[src/rtl/vx_acc_cmd_arb_if.sv]
// Bundle of requester-side and accelerator-side signals for vx_acc_cmd_arb.
// master = arbiter view, slave = the cores/accelerator environment view.
interface vx_acc_cmd_arb_if #(
  parameter int NUM_REQS = 4,
  parameter int REQ_BITS = $clog2(NUM_REQS)
);
  // Handshake: acc_cmd_valid/data/src stay stable from assertion until the
  // cycle where acc_cmd_valid & acc_cmd_ready are both high; the transfer
  // happens on that clock edge. req_wr_en has no backpressure. acc_done is a
  // one-cycle pulse, with acc_status valid in that same cycle.
  logic [NUM_REQS-1:0]    req_wr_en;
  logic [NUM_REQS*32-1:0] req_wr_data;
  logic [NUM_REQS*32-1:0] req_rd_data;
  logic                   acc_cmd_valid;
  logic [31:0]            acc_cmd_data;
  logic [REQ_BITS-1:0]    acc_cmd_src;
  logic                   acc_cmd_ready;
  logic                   acc_done;
  logic [27:0]            acc_status;
  logic [NUM_REQS-1:0]    overflow;

  modport master (
    input  req_wr_en, req_wr_data, acc_cmd_ready, acc_done, acc_status,
    output req_rd_data, acc_cmd_valid, acc_cmd_data, acc_cmd_src, overflow
  );

  modport slave (
    output req_wr_en, req_wr_data, acc_cmd_ready, acc_done, acc_status,
    input  req_rd_data, acc_cmd_valid, acc_cmd_data, acc_cmd_src, overflow
  );
endinterface

[src/rtl/vx_acc_cmd_arb.sv]
// Round-robin arbiter sharing one accelerator command port among NUM_REQS units.
// Optional WAIT watchdog is enabled by defining ACC_ARB_TIMEOUT_EN.
module vx_acc_cmd_arb #(
  parameter int NUM_REQS       = 4,
  parameter int TIMEOUT_CYCLES = 256
) (
  input  logic                 clk,
  input  logic                 reset,
  vx_acc_cmd_arb_if.master     arb_if,
  output logic [1:0]           state_o
);
  localparam int REQ_BITS = $clog2(NUM_REQS);

  typedef enum logic [1:0] {
    ST_IDLE  = 2'd0,
    ST_ISSUE = 2'd1,
    ST_WAIT  = 2'd2
  } state_t;

  state_t                 state_q;
  logic [NUM_REQS-1:0]    pending_q, pending_d;
  logic [NUM_REQS-1:0]    overflow_q, overflow_d;
  logic [NUM_REQS-1:0]    capture;
  logic [31:0]            cmd_buf_q [NUM_REQS];
  logic [27:0]            status_q [NUM_REQS];
  logic [REQ_BITS-1:0]    rr_ptr_q;
  logic                   cmd_valid_q;
  logic [31:0]            cmd_data_q;
  logic [REQ_BITS-1:0]    cmd_src_q;
  logic [NUM_REQS*32-1:0] rd_data_q;
  logic [NUM_REQS-1:0]    to_flag;

  logic                   win_found;
  logic [REQ_BITS-1:0]    win_idx;
  int                     rr_idx;
  logic                   grant;
  logic [NUM_REQS-1:0]    grant_vec;

  // First pending requester at or after the pointer, wrapping around.
  always_comb begin
    win_found = 1'b0;
    win_idx   = '0;
    rr_idx    = 0;
    for (int k = 0; k < NUM_REQS; k++) begin
      rr_idx = (int'(rr_ptr_q) + k) % NUM_REQS;
      if (!win_found && pending_q[rr_idx[REQ_BITS-1:0]]) begin
        win_found = 1'b1;
        win_idx   = rr_idx[REQ_BITS-1:0];
      end
    end
  end

  assign grant     = (state_q == ST_IDLE) && win_found;
  assign grant_vec = grant ? (NUM_REQS'(1) << win_idx) : '0;

  // A pulse arriving in the same cycle its slot is granted refills the slot.
  always_comb begin
    pending_d  = pending_q;
    overflow_d = overflow_q;
    capture    = '0;
    for (int i = 0; i < NUM_REQS; i++) begin
      if (arb_if.req_wr_en[i] && (!pending_q[i] || grant_vec[i])) begin
        pending_d[i] = 1'b1;
        capture[i]   = 1'b1;
      end else if (arb_if.req_wr_en[i]) begin
        overflow_d[i] = 1'b1;
      end else if (grant_vec[i]) begin
        pending_d[i] = 1'b0;
      end
    end
  end

  always_ff @(posedge clk) begin
    if (reset) begin
      pending_q  <= '0;
      overflow_q <= '0;
    end else begin
      pending_q  <= pending_d;
      overflow_q <= overflow_d;
    end
  end

  always_ff @(posedge clk) begin
    for (int i = 0; i < NUM_REQS; i++) begin
      if (capture[i]) cmd_buf_q[i] <= arb_if.req_wr_data[i*32 +: 32];
    end
  end

`ifdef ACC_ARB_TIMEOUT_EN
  localparam int CNT_W = $clog2(TIMEOUT_CYCLES + 1);
  logic [CNT_W-1:0]    wait_cnt_q;
  logic [NUM_REQS-1:0] timeout_q;
  assign to_flag = timeout_q;
`else
  logic unused_timeout_cfg;
  assign unused_timeout_cfg = (TIMEOUT_CYCLES != 0);
  assign to_flag = '0;
`endif

  always_ff @(posedge clk) begin
    if (reset) begin
      state_q     <= ST_IDLE;
      cmd_valid_q <= 1'b0;
      cmd_data_q  <= '0;
      cmd_src_q   <= '0;
      rr_ptr_q    <= '0;
      for (int i = 0; i < NUM_REQS; i++) status_q[i] <= '0;
`ifdef ACC_ARB_TIMEOUT_EN
      wait_cnt_q  <= '0;
      timeout_q   <= '0;
`endif
    end else begin
      case (state_q)
        ST_IDLE: begin
          if (grant) begin
            cmd_valid_q <= 1'b1;
            cmd_data_q  <= cmd_buf_q[win_idx];
            cmd_src_q   <= win_idx;
            rr_ptr_q    <= (win_idx == REQ_BITS'(NUM_REQS - 1)) ? '0 : win_idx + 1'b1;
            state_q     <= ST_ISSUE;
          end
        end
        ST_ISSUE: begin
          if (arb_if.acc_cmd_ready) begin
            cmd_valid_q <= 1'b0;
            state_q     <= ST_WAIT;
`ifdef ACC_ARB_TIMEOUT_EN
            wait_cnt_q  <= '0;
`endif
          end
        end
        ST_WAIT: begin
          if (arb_if.acc_done) begin
            status_q[cmd_src_q] <= arb_if.acc_status;
            state_q             <= ST_IDLE;
`ifdef ACC_ARB_TIMEOUT_EN
          end else if (wait_cnt_q == CNT_W'(TIMEOUT_CYCLES - 1)) begin
            timeout_q[cmd_src_q] <= 1'b1;
            status_q[cmd_src_q]  <= 28'hFFFFFFF;
            state_q              <= ST_IDLE;
          end else begin
            wait_cnt_q <= wait_cnt_q + 1'b1;
`endif
          end
        end
        default: state_q <= ST_IDLE;
      endcase
    end
  end

  always_ff @(posedge clk) begin
    if (reset) begin
      rd_data_q <= '0;
    end else begin
      for (int i = 0; i < NUM_REQS; i++) begin
        rd_data_q[i*32 +: 32] <= {pending_q[i],
                                  (state_q != ST_IDLE) && (cmd_src_q == REQ_BITS'(i)),
                                  overflow_q[i], to_flag[i], status_q[i]};
      end
    end
  end

  assign arb_if.acc_cmd_valid = cmd_valid_q;
  assign arb_if.acc_cmd_data  = cmd_data_q;
  assign arb_if.acc_cmd_src   = cmd_src_q;
  assign arb_if.req_rd_data   = rd_data_q;
  assign arb_if.overflow      = overflow_q;
  assign state_o              = state_q;
endmodule

[src/flat_wrapper.sv]
// flat-port wrapper written by rule: the top's interface ports become plain ports
module vx_acc_cmd_arb_flat 
#(
  parameter int NUM_REQS       = 4,
  parameter int TIMEOUT_CYCLES = 256
)
  (clk, reset, state_o, arb_if_req_wr_en, arb_if_req_wr_data, arb_if_acc_cmd_ready, arb_if_acc_done, arb_if_acc_status, arb_if_req_rd_data, arb_if_acc_cmd_valid, arb_if_acc_cmd_data, arb_if_acc_cmd_src, arb_if_overflow);
  vx_acc_cmd_arb_if #(.NUM_REQS(NUM_REQS)) arb_if_i ();
  input  logic clk;
  input  logic reset;
  output logic [1:0] state_o;
  input wire logic [$bits(arb_if_i.req_wr_en)-1:0] arb_if_req_wr_en;
  input wire logic [$bits(arb_if_i.req_wr_data)-1:0] arb_if_req_wr_data;
  input wire logic [$bits(arb_if_i.acc_cmd_ready)-1:0] arb_if_acc_cmd_ready;
  input wire logic [$bits(arb_if_i.acc_done)-1:0] arb_if_acc_done;
  input wire logic [$bits(arb_if_i.acc_status)-1:0] arb_if_acc_status;
  output wire logic [$bits(arb_if_i.req_rd_data)-1:0] arb_if_req_rd_data;
  output wire logic [$bits(arb_if_i.acc_cmd_valid)-1:0] arb_if_acc_cmd_valid;
  output wire logic [$bits(arb_if_i.acc_cmd_data)-1:0] arb_if_acc_cmd_data;
  output wire logic [$bits(arb_if_i.acc_cmd_src)-1:0] arb_if_acc_cmd_src;
  output wire logic [$bits(arb_if_i.overflow)-1:0] arb_if_overflow;
  assign arb_if_i.req_wr_en = arb_if_req_wr_en;
  assign arb_if_i.req_wr_data = arb_if_req_wr_data;
  assign arb_if_i.acc_cmd_ready = arb_if_acc_cmd_ready;
  assign arb_if_i.acc_done = arb_if_acc_done;
  assign arb_if_i.acc_status = arb_if_acc_status;
  assign arb_if_req_rd_data = arb_if_i.req_rd_data;
  assign arb_if_acc_cmd_valid = arb_if_i.acc_cmd_valid;
  assign arb_if_acc_cmd_data = arb_if_i.acc_cmd_data;
  assign arb_if_acc_cmd_src = arb_if_i.acc_cmd_src;
  assign arb_if_overflow = arb_if_i.overflow;
  vx_acc_cmd_arb #(.NUM_REQS(NUM_REQS), .TIMEOUT_CYCLES(TIMEOUT_CYCLES)) u_core (.clk(clk), .reset(reset), .arb_if(arb_if_i), .state_o(state_o));
endmodule
[config.mk]
export PLATFORM = sky130hd
export DESIGN_NAME = vx_acc_cmd_arb_flat
export DESIGN_NICKNAME = d
export VERILOG_FILES = /design/src/rtl/vx_acc_cmd_arb_if.sv /design/src/rtl/vx_acc_cmd_arb.sv /design/src/flat_wrapper.sv
export SDC_FILE = /design/constraint.sdc
export NUM_CORES = 1
export LEC_CHECK = 0
export ABC_CLOCK_PERIOD_IN_PS = 10700
export BUFFER_PORTS_ARGS = -buffer_cell sky130_fd_sc_hd__buf_2
export CORE_MARGIN = 2
export CORE_UTILIZATION = 57
export DETAILED_ROUTE_END_ITERATION = 7
export GPL_TIMING_DRIVEN = 0
export PLACE_DENSITY = 0.88
export SLEW_MARGIN = 5
export SYNTH_ARGS = -nofsm -noshare
export SYNTH_HDL_FRONTEND = slang
export SYNTH_SLANG_ARGS = --single-unit
export TNS_END_PERCENT = 1
[constraint.sdc]
create_clock -name clk -period 10.7 [get_ports clk]
set_clock_uncertainty 0.2 [all_clocks]
set_input_delay 1.605 -clock clk [delete_from_list [all_inputs] [get_ports clk]]
set_output_delay 1.605 -clock clk [all_outputs]
set_load 0.02 [all_outputs]
==> summary.txt, run 1 <==
TritonRoute pass-1 iters: 5
DP HPWL: 25.0 mm
CP top delay family: buffers and inverters
leakage power: 7.47 nW
most frequent cells in the layout: buf_2 (345), edfxtp_1 (240), dfxtp_1 (171)
unique cell type count in the Yosys netlist: 49
ranking of synthesized cells by area: edfxtp_1 (50%), dfxtp_1 (24%), nor2b_1 (5.4%)
async set-reset flop share out of synthesis: 0
Area after DPL: 16600 µm²
WS Path Type: primary input to flop
CTS Buf Count: 40
Util after Layout: 0.733
post-synthesis sequential area ratio: 0.745
Final min period: 3.72 ns
DR DRC count: 0
post-DR wirelength/cell: 21.3 µm
Max-slew headroom: 0.356
postcts setup bufs: 0
Die Width: 162 µm
worst path required time: 10.78 ns
worst slew pin tran: 0.962 ns
worst-path maximum fanout: 16
Final Wtd Congestion: 0.830
initial DRC count: 712
Synthesis Warnings: 0
Post-CTS Hold Buffers: 0
WL final: 36.4 mm
Max Cap Viol: 0
initial antenna violation count: 2
max incr delay on CP: 0.70 ns
clock-pin slew on the worst setup and hold paths: 0.06 ns
VDD IR max: 0.164 mV
Post-synth top flop: edfxtp_1
Vias/cell: 5.49
TNS Setup: 0 ns
via count: 9378
flop2flop setup slack: 7.53 ns
number of global-route vias before repair: 9519
mapped cell area: 14300 µm²
Avg Cell Area, Syn: 14.7 µm²
worst-case clock buffer depth: 3
fraction of layout cells with a size suffix above 1: 0.326
register area: 10600 µm²
nets: 1514
CTS resizes: 0
Worst Setup End Kind: flop
GR Overflow Total: 0
Synth top area share: 0.505
I/O pins: 333
area of the multi-input gates: 3400 µm²
Max Fclk: 269 MHz
CP arrival: 3.80 ns
clock tree from TritonCTS: built
area grow syn2layout: 25.7%
All-Layer GR Usage: 0.279
worst hold path type: flop to flop
die outline height: 162 µm
CP Buf/Inv Count: 5
core area: 24500 µm²
status: complete, no violations
Routed Antenna Nets: 0
IO buf count: 328
global-route wire length before repair: 55.1 mm
Post-synth EDFFs: 240
leading area contributor after synthesis: edfxtp_1
Root Buffer: clkbuf_16
Critical Path, Cell by Cell: buf_2 -> inv_1 -> clkbuf_1 -> clkbuf_1 -> o31ai_4 -> buf_8
CP startpoint kind: primary input
RSZ-0062 raised after global routing: no
Yosys reg bits: 411
Final Hold Viols: 0
Worst-Skew Late Latency: 0.53 ns
largest net degree at the start of global routing: 33
placed insts: 1630
filler cell count: 1514
Most common cell on crit path: clkbuf_1
Power Dens Cells: 207 nW/µm²
Setup-failing EPs final: 0
crit path max-delay cell type: clkbuf_1
Syn Inst Count: 968
Row Count: 57
Final Cell Area: 17900 µm²
H-Tree Depth: 2
area of the die: 26300 µm²
Initial Utilization: 0.583
commonest non-fill, non-tap cell in the layout: buf_2
Tcrit/Tclk final: 0.348
Max Slew Vio Count: 0
Layout Cells excl Fill: 1707
CTS sink cnt: 411
-- synth_stat cells, drive strengths merged (2+ instances only) --
cell,n
buf,28
nor2,16
a211o,16
nor2b,123
a211oi,21
nor3,5
a21boi,3
o21ai,18
o221ai,21
and2,113
ha,2
nand3b,2
nand2b,6
nand4,17
nand2,10
o31ai,18
a21oi,9
clkbuf,34
a31o,3
mux2i,37
inv,6
edfxtp,240
or2,3
dfxtp,171
and4,10
nand3,23
-- layout make-up --
cell class	count	share of cell area
sequential	411	0.593
multi-input combinational	492	0.190
timing repair buffer	335	0.100
clock buffer	61	0.0700
tap	324	0.0226
buffer	62	0.0169
clock inverter	13	0.00607
inverter	6	0.00126
antenna	3	0.000419
-- power breakdown --
part           switching, mW  internal [mW]  leakage [nW]
logic                  0.290          0.159          3.01
clock network          0.589          0.841         0.675
registers             0.0466           1.79          3.79
-- stage by stage --
step | power, mW | worst slack, ns | hold WS [ns]
2_1_floorplan | 2.12 | 6.04 | 0.229
5_1_grt | 3.83 | 6.86 | 0.270
4_1_cts | 3.72 | 6.96 | 0.249
3_3_place_gp | 2.29 | 4.38 | 0.233
6_report | 3.71 | 6.98 | 0.249
3_5_place_dp | 2.31 | 6.43 | 0.237
-- metal layers --
metal	global-route usage	share of wire	wire [µm]
met5	0	0	0
met4	0.0998	0.031	1120
met3	0.0539	0.084	3040
met2	0.503	0.52	18800
met1	0.334	0.37	13400
-- flip-flops by register name, indices dropped and copies added (netlist names) --
signal	cells
u_core.status_q	112
u_core.arb_if.acc_cmd_data	32
u_core.arb_if.overflow	4
u_core.rr_ptr_q	2
u_core.arb_if.acc_cmd_valid	1
u_core.arb_if.acc_cmd_src	2
u_core.pending_q	4
u_core.arb_if.req_rd_data	26
u_core.cmd_buf_q	128
u_core.state_o	2
arb_if_req_rd_data	98
-- cells by family after synthesis --
family,share of synthesized area
other,0.000263
DFF,0.745
and+or+nand+nor,0.143
adders and majority gates,0.00175
AOI/OAI and AO/OA,0.0609
muxes,0.0267
buffers and inverters,0.0228
-- worst register-to-register path, cell delays in order, from the launching register on --
cell and delay, ns:
dfxtp_1 0.50, nand2b_1 0.15, a21oi_2 0.49, nor3_4 0.15
inv_2 0.15, buf_2 0.30, ha_1 0.23, a21boi_0 0.16
nor2b_4 0.27, buf_12 0.24
-- final timing paths --
check	from	to	cells after the start
min	u_core.status_q[1][20]$_SDFFCE_PN0P_	arb_if_req_rd_data[52]$_SDFF_PP0_	1
min reg2reg	u_core.status_q[1][20]$_SDFFCE_PN0P_	arb_if_req_rd_data[52]$_SDFF_PP0_	1
max	reset	u_core.status_q[0][26]$_SDFFCE_PN0P_	6
max reg2reg	u_core.pending_q[2]$_SDFFE_PP0P_	u_core.cmd_buf_q[0][11]$_DFFE_PP_	9
Power figures use the tool's default switching activity.
==> run 2: changes to the inputs <==
- ABC_CLOCK_PERIOD_IN_PS: 10700 -> 3300
- CORE_UTILIZATION: 57 -> 48
- PLACE_DENSITY: 0.88 -> 0.79
- clock period: 10.7 -> 3.3 ns (I/O delays scaled with it)
==> summary.txt, run 2 (same netlist as run 1, synthesis figures left out) <==
CP Buf/Inv Count: 3
WL final: 39.8 mm
fraction of layout cells with a size suffix above 1: 0.298
Max-slew headroom: 0.348
DP HPWL: 25.4 mm
most frequent cells in the layout: buf_2 (345), edfxtp_1 (240), dfxtp_1 (171)
Final Power: 12.2 mW
status: complete, no violations
CP arrival: 3.23 ns
Setup-failing EPs final: 0
dpl ws: -0.201 ns
largest net degree at the start of global routing: 33
CP startpoint kind: flop
Final Wtd Congestion: 0.789
nets: 1644
global-route wire length before repair: 58.8 mm
Worst-Skew Late Latency: 0.53 ns
Vias/cell: 5.23
worst slew pin tran: 0.974 ns
Power Dens Cells: 630 nW/µm²
clock-pin slew on the worst setup and hold paths: 0.06 ns
I/O pins: 333
worst-path maximum fanout: 23
DR DRC count: 0
Final Hold Viols: 0
CP top delay family: simple AND/OR/NAND/NOR gates
Row Count: 63
Final min period: 3.21 ns
worst-case clock buffer depth: 3
Max Fclk: 311 MHz
DRT met1 WL: 15.2 mm
worst path required time: 3.32 ns
initial DRC count: 755
Final Cell Area: 19300 µm²
Layout Cells excl Fill: 1900
Top reg by flops: u_core.cmd_buf_q
RSZ-0062 raised after global routing: yes
Root Buffer: clkbuf_16
top sig layer: met4
CTS sink cnt: 411
setup ws final: 0.0857 ns
Area after DPL: 16600 µm²
IO buf count: 328
commonest non-fill, non-tap cell in the layout: buf_2
WS Path Type: flop to flop
Critical Path, Cell by Cell: nand2_1 -> nor2_2 -> nor3_4 -> inv_2 -> buf_2 -> ha_1 -> a21boi_0 -> nor2b_4 -> buf_12
crit path max-delay cell type: dfxtp_1
Tcrit/Tclk final: 0.974
met2 WL: 19.9 mm
Initial Utilization: 0.484
Routed Antenna Nets: 0
clock tree from TritonCTS: built
via count: 9928
die outline height: 176 µm
leakage power: 8.01 nW
area of the die: 31100 µm²
placed insts: 1695
CTS Buf Count: 41
post-DR wirelength/cell: 20.9 µm
max incr delay on CP: 0.45 ns
max reg flops: 128
worst hold path type: primary input to flop
VDD IR max: 0.513 mV
number of global-route vias before repair: 10100
H-Tree Depth: 2
GR Overflow Total: 0
initial antenna violation count: 1
Worst Setup End Kind: flop
Met3 Wirelength: 3.31 mm
TritonRoute pass-1 iters: 5
area grow syn2layout: 35.2%
Max Slew Vio Count: 0
core area: 29500 µm²
Die Width: 176 µm
All-Layer GR Usage: 0.252
Max Cap Viol: 0
## run 2: cell count changes in the layout (fill, tap and decap cells not counted), moves of 2 or more
cell | before | now
diode_2 | 3 | 1
dlygate4sd3_1 | 0 | 129
inv_4 | 2 | 0
inv_6 | 1 | 3
clkinv_4 | 0 | 2
## run 2: metal layers
layer	GRT usage	vias to the layer above
met5	0	-
met3	0.0495	91
met1	0.302	4725
met4	0.0964	0
li1	-	4517
met2	0.448	595
## run 2: path summary, 6_finish.rpt
check,end,slack (ns),cells past startpoint,from
setup / recovery,u_core.cmd_buf_q[2][1]$_DFFE_PP_,0.09,9,u_core.pending_q[0]$_SDFFE_PP0P_
hold / removal,u_core.arb_if.overflow[2]$_SDFFE_PP0P_,0.03,2,arb_if_req_wr_en[2]
setup reg to reg,u_core.cmd_buf_q[2][1]$_DFFE_PP_,0.09,9,u_core.pending_q[0]$_SDFFE_PP0P_
hold reg to reg,arb_if_req_rd_data[44]$_SDFF_PP0_,0.24,1,u_core.status_q[1][12]$_SDFFCE_PN0P_
## run 2: power breakdown
group | leakage, nW | switching, mW | internal [mW] | total, mW
Sequential | 3.79 | 0.160 | 5.79 | 5.95
Combinational | 3.55 | 1.01 | 0.622 | 1.63
Clock | 0.666 | 1.91 | 2.68 | 4.59
Total | 8.01 | 3.07 | 9.09 | 12.2
## run 2: cell type report
class                           count  area [µm²]
Buffer                             62         304
Multi-Input combinational cell    492        3420
Timing Repair Buffer              464        3090
Antenna cell                        1        2.50
Clock inverter                     14         111
Sequential cell                   411       10600
Fill cell                        2044       10200
Tap cell                          390         488
Inverter                            6        22.5
Clock buffer                       60        1230
## run 2: through the flow
stage                      util  TNS (ns)  hold slack, ns
after global placement    0.557   -287.83           0.234
after detailed placement  0.564     -3.68           0.236
after global routing      0.655     -2.36          0.0170
after CTS                 0.654         0          0.0107
final                     0.655         0          0.0316
after floorplan               -    -29.05           0.229
## run 2: what timing repair did
action                                  4_1_cts  5_1_grt
resized for setup                             1        4
setup buffers                                 1        0
endpoints found under the hold margin       129        0
hold buffers                                129        0
endpoints found under the setup margin       54       86
pin swaps                                     0        0
